===== config.mk =====
export PLATFORM = sky130hd
export DESIGN_NAME = hazard_stall_ctrl
export DESIGN_NICKNAME = d
export VERILOG_FILES = /design/src/rtl/core_pkg.sv /design/src/rtl/sat_counter.sv /design/src/rtl/hazard_stall_ctrl.sv
export SDC_FILE = /design/constraint.sdc
export NUM_CORES = 1
export LEC_CHECK = 0
export CAP_MARGIN = 20
export CORE_UTILIZATION = 44
export CTS_BUF_LIST = sky130_fd_sc_hd__clkbuf_8
export DETAILED_ROUTE_END_ITERATION = 10
export GPL_TIMING_DRIVEN = 0
export PLACE_DENSITY = 0.82
export RECOVER_POWER = 50
export SYNTH_ARGS = -nofsm -noshare
export SYNTH_HDL_FRONTEND = slang
export SYNTH_HIERARCHICAL = 1
export SYNTH_SLANG_ARGS = --single-unit

===== constraint.sdc =====
create_clock -name clk -period 2.7 [get_ports clk]
set_input_delay 0.405 -clock clk [delete_from_list [all_inputs] [get_ports clk]]
set_output_delay 0.405 -clock clk [all_outputs]
set_load 0.02 [all_outputs]

===== src/rtl/core_pkg.sv =====
// Shared types for the core pipeline control blocks.
package core_pkg;
  typedef enum logic [1:0] {RUN, LU_STALL, MEM_WAIT} hz_state_t;
  localparam logic [4:0] REG_ZERO = 5'd0;
endpackage


===== src/rtl/sat_counter.sv =====
// W-bit up-counter that sticks at all-ones instead of wrapping.
module sat_counter #(
  parameter int W = 16
) (
  input  logic         clk,
  input  logic         reset,
  input  logic         inc,
  output logic [W-1:0] count
);
  always_ff @(posedge clk) begin
    if (reset)                             count <= '0;
    else if (inc && (count != {W{1'b1}})) count <= count + W'(1);
  end
endmodule


===== src/rtl/hazard_stall_ctrl.sv =====
// Load-use stall / branch flush / memory-wait freeze sequencer for the 5-stage core,
// with a saturating count of lost cycles.
module hazard_stall_ctrl
  import core_pkg::*;
#(
  parameter int LOAD_USE_STALLS = 1,
  parameter int CNT_W           = 16
) (
  input  logic             clk,
  input  logic             reset,
  input  logic             valid_id,
  input  logic [4:0]       rs1_id,
  input  logic [4:0]       rs2_id,
  input  logic             uses_rs1_id,
  input  logic             uses_rs2_id,
  input  logic [4:0]       rd_ex,
  input  logic             memRead_ex,
  input  logic             branch_taken_ex,
  input  logic             mem_req_mem,
  input  logic             mem_ready,
  output logic             stall_if,
  output logic             stall_id,
  output logic             bubble_ex,
  output logic             flush_id,
  output logic             freeze_all,
  output logic [CNT_W-1:0] stall_count
);
  localparam logic [2:0] LU_INIT = 3'(LOAD_USE_STALLS - 1);

  hz_state_t  state, state_nxt;
  logic [2:0] cnt, cnt_nxt;
  logic       luh, mwait, stall_any;

  // x0 never carries a real dependency, so it cannot trigger a stall
  assign luh = valid_id & memRead_ex & (rd_ex != REG_ZERO) &
               ((uses_rs1_id & (rs1_id == rd_ex)) | (uses_rs2_id & (rs2_id == rd_ex)));
  assign mwait = mem_req_mem & ~mem_ready;

  always_ff @(posedge clk) begin
    if (reset) begin
      state <= RUN;
      cnt   <= '0;
    end else begin
      state <= state_nxt;
      cnt   <= cnt_nxt;
    end
  end

  always_comb begin
    state_nxt = state;
    cnt_nxt   = cnt;
    case (state)
      RUN: begin
        if (mwait)                 state_nxt = MEM_WAIT;
        else if (branch_taken_ex)  state_nxt = RUN;
        else if (luh && (LOAD_USE_STALLS > 1)) begin
          state_nxt = LU_STALL;
          cnt_nxt   = LU_INIT;
        end
      end
      LU_STALL: begin
        // a freeze holds the remaining stall count; the hazard stays latched
        if (!mwait) begin
          cnt_nxt = cnt - 3'd1;
          if (cnt == 3'd1) state_nxt = RUN;
        end
      end
      MEM_WAIT: begin
        if (mem_ready || !mem_req_mem) state_nxt = RUN;
      end
      default: begin
        state_nxt = RUN;
        cnt_nxt   = '0;
      end
    endcase
  end

  always_comb begin
    stall_if   = 1'b0;
    stall_id   = 1'b0;
    bubble_ex  = 1'b0;
    flush_id   = 1'b0;
    freeze_all = 1'b0;
    if (!reset) begin
      case (state)
        RUN: begin
          if (mwait) freeze_all = 1'b1;
          else if (branch_taken_ex) begin
            flush_id  = 1'b1;
            bubble_ex = 1'b1;
          end else if (luh) begin
            stall_if  = 1'b1;
            stall_id  = 1'b1;
            bubble_ex = 1'b1;
          end
        end
        LU_STALL: begin
          if (mwait) freeze_all = 1'b1;
          else begin
            stall_if  = 1'b1;
            stall_id  = 1'b1;
            bubble_ex = 1'b1;
          end
        end
        MEM_WAIT: freeze_all = ~mem_ready;
        default: ;
      endcase
    end
  end

  assign stall_any = stall_if | bubble_ex | freeze_all;

  sat_counter #(.W(CNT_W)) u_stall_cnt (
    .clk   (clk),
    .reset (reset),
    .inc   (stall_any),
    .count (stall_count)
  );
endmodule

==> summary.txt <==
Finish
  • Number of diodes: 0
  • Synth-to-Final Area Change: 53.33%
  • Nets: approximately 200
  • Most frequent cells in the layout: 28 x clkdlybuf4s50_1, 17 x dfxtp_1, 13 x dlygate4sd3_1, 11 x a21oi_1, 8 x xor2_1
  • Fin area: 0.001644 sq mm
  • Commonest non-fill, non-tap cell in the layout: clkdlybuf4s50_1
  • Share of cells above drive strength 1: 12.36%

Power and ir drop
  • Psw: approximately 0.13 mW
  • Total power: about 0.55 mW
  • Leakage power: between 0.6 and 0.7 nW
  • Sw Share: 24.50%
  • Flop pwr share: between 40% and 50%
  • VDD IR-drop max: 0.2771 mV
  • Clock share of power: 34.7%
  • Comb pwr share: 18.3%
  • Internal cell power: 0.4119 mW
  • Cell Pwr Density: about 330 mW/mm^2

Worst setup path
  • CP delay by family, top: simple AND/OR/NAND/NOR gates
  • Worst EP required: 2.82 ns
  • Critical path type: primary input to flop
  • CP arrival: 2.78 ns
  • Cell-by-cell trace of the critical path: clkdlybuf4s50_1 > nor2b_1 > nor3_1 > o2111ai_2 > o21ai_2 > buf_4 > buf_4 > nand4_1 > nor3_1 > mux2i_1 > nor2_1
  • CP Capture Type: flop
  • Type of origin of the critical path: primary input
  • CP max-delay cell: clkdlybuf4s50_1
  • Crit path max fanout: 5
  • WP buf/inv: 3
  • CP max stage delay: 0.42 ns

Floorplanning
  • I/O pins: 45
  • Core area: 0.002255 sq mm
  • Die H: 51.37 um
  • Horiz. Die Dim: 51.37 um
  • Rows: 17
  • Starting density of the core: 47.56%
  • Die ar.: between 0.002 and 0.003 sq mm

Route
  • DRC violations left: 0
  • Routed Antenna Nets: 0
  • Via count: around 1300
  • Starting DRT DRC Count: 65
  • Post-DR vias/cell: 6.073
  • Routed WL: 3250 um
  • Routed len/inst: 15.78 um
  • DR pass1 iterations: 4

Synth
  • Syn Area/Cell: about 8.4 sq um
  • Sequential-to-total area share from yosys stat: 31.74%
  • Synthesized flop and latch total: 17
  • Synth Instances: 127
  • Mapped Area: 0.001072 sq mm
  • Ys flop type: dfxtp_1
  • Post-synth EDFFs: 0
  • Ys Warns: 6
  • Post-Syn Nets: 152
  • Post-synth ARST share: 0%
  • Unique cell type count in the Yosys netlist: 40

Global routing
  • Global-route wire length before repair: 5306 um
  • GRT overflow: 0
  • Initial antenna violation count: 0
  • Tot GR Track Use: 26.66%
  • Vias in the first global route: 1143
  • Pin count of the biggest net entering global routing: 11

Min path
  • Hold/Removal Path Class: flop to flop

Run status
  • Status: completed

Clock network
  • Root Driver: clkbuf_8
  • CTS H-tree lvls: 1
  • CTS tree: yes
  • Max clock buf depth: 2
  • Cts hold-fix bufs: 0
  • Clk_lat worst skew: 0.25 ns
  • Num Clock Sinks: 17
  • Num CTS Buffers: 3
  • Clock slew at reported path FFs: 0.07 ns

Placed design
  • GP Congestion: ~0.82
  • DP HPWL: 2483 um
  • DP Area: 0.001548 sq mm
  • PortBufs: 44

STA
  • Min cycle time layout: between 2 and 3 ns
  • Setup TNS: 0 ns
  • RSZ-0062 raised after global routing: true
  • Worst slew margin: a little under two thirds
  • F_max: 376.7 MHz
  • Finish-stage setup viols: 0
  • Clk_skew: 0.009301 ns
  • Hold WS: 0.5484 ns
  • Endpoints failing hold: 0
  • Worst-margin pin slew: 0.5406 ns
  • Final period util: 98.32%
  • Pins Over Slew Limit: 0

Run
  • Max cap viols: 0
==> through the flow <==
stage	setup slack, ns	utilization, %	std cells
4_1_cts	-0.03057	71.98	206
3_5_place_dp	-0.5073	68.65	199
2_1_floorplan	0.4729	-	127
5_1_grt	-0.01648	72.92	206
6_report	0.04529	72.92	206
3_3_place_gp	-0.4076	68.65	199
==> area by class of cell <==
cell class	count	area, sq um
buffer	5	23.77
clock buffer	3	41.29
clock inverter	1	5.005
fill	192	610.6
inverter	3	11.26
multi-input combinational	102	729.5
sequential	17	340.3
tap	28	35.03
timing repair buffer	47	457.9
==> routing by layer <==
metal  part of all wire, %  GRT usage (%)
met5                     0              0
met4                   2.9          10.81
met3                   8.7          5.952
met2                    50          46.54
met1                    38          31.03
==> cell usage after synthesis, drive strengths merged, types with 4 or more instances <==
library cell  number  area share [%]
nor2b              4             2.3
a21oi             11             5.1
o31ai              6             4.2
nor2               7             2.5
dfxtp             17              32
xor2               8             6.5
nor4               5             4.3
o21ai              5             2.3
nand3              6             2.8
xnor2              4             3.3
or4                8             6.0
nor3               7             3.3
nand4              4             3.7
nand2              7             2.7
==> state kept, by name, summed over array words and instances, names as in the netlist <==
register,count
u_stall_cnt/count,16
state,1
==> power by group through the flow <==
stage | Combinational (mW) | Sequential [mW] | Clock (mW)
floorplan | 0.0325 | 0.264 | 0
global placement | 0.0870 | 0.262 | 0
detailed placement | 0.0910 | 0.262 | 0
CTS | 0.0983 | 0.257 | 0.194
global route | 0.107 | 0.257 | 0.199
finish | 0.0997 | 0.257 | 0.189
==> worst paths after layout <==
path | from | to | slack, ns | cells after the start
worst min-delay path | u_stall_cnt/count[0] | u_stall_cnt/count[0] | 0.55 | 2
worst max-delay path | mem_req_mem | u_stall_cnt/count[10] | 0.05 | 11
worst max register to register | state[1] | u_stall_cnt/count[10] | 0.41 | 9
worst min register to register | u_stall_cnt/count[0] | u_stall_cnt/count[0] | 0.55 | 2
==> tightest hold or removal path, cell delays in order, from the launching register on <==
cell and delay (ns):
dfxtp_1 0.35, o21ai_0 0.09, a21oi_1 0.06
==> cells by family after synthesis <==
| family | after synthesis | synth area share (%) |
|---|---|---|
| adders and majority gates | 1 | 1.167 |
| xor gates and xnor gates | 12 | 9.802 |
| buffers and inverters | 8 | 3.267 |
| muxes | 2 | 1.984 |
| DFF | 17 | 31.74 |
| and+or+nand+nor | 59 | 35.12 |
| AOI/OAI and AO/OA | 28 | 16.92 |
==> what timing repair did <==
item                                   4_1_cts  5_1_grt
endpoints found under the hold margin        0        0
resized for setup                            5        6
pin swaps                                    2        1
setup buffers                                3        0
setup endpoints to repair                   12        7
Power figures use the tool's default switching activity.
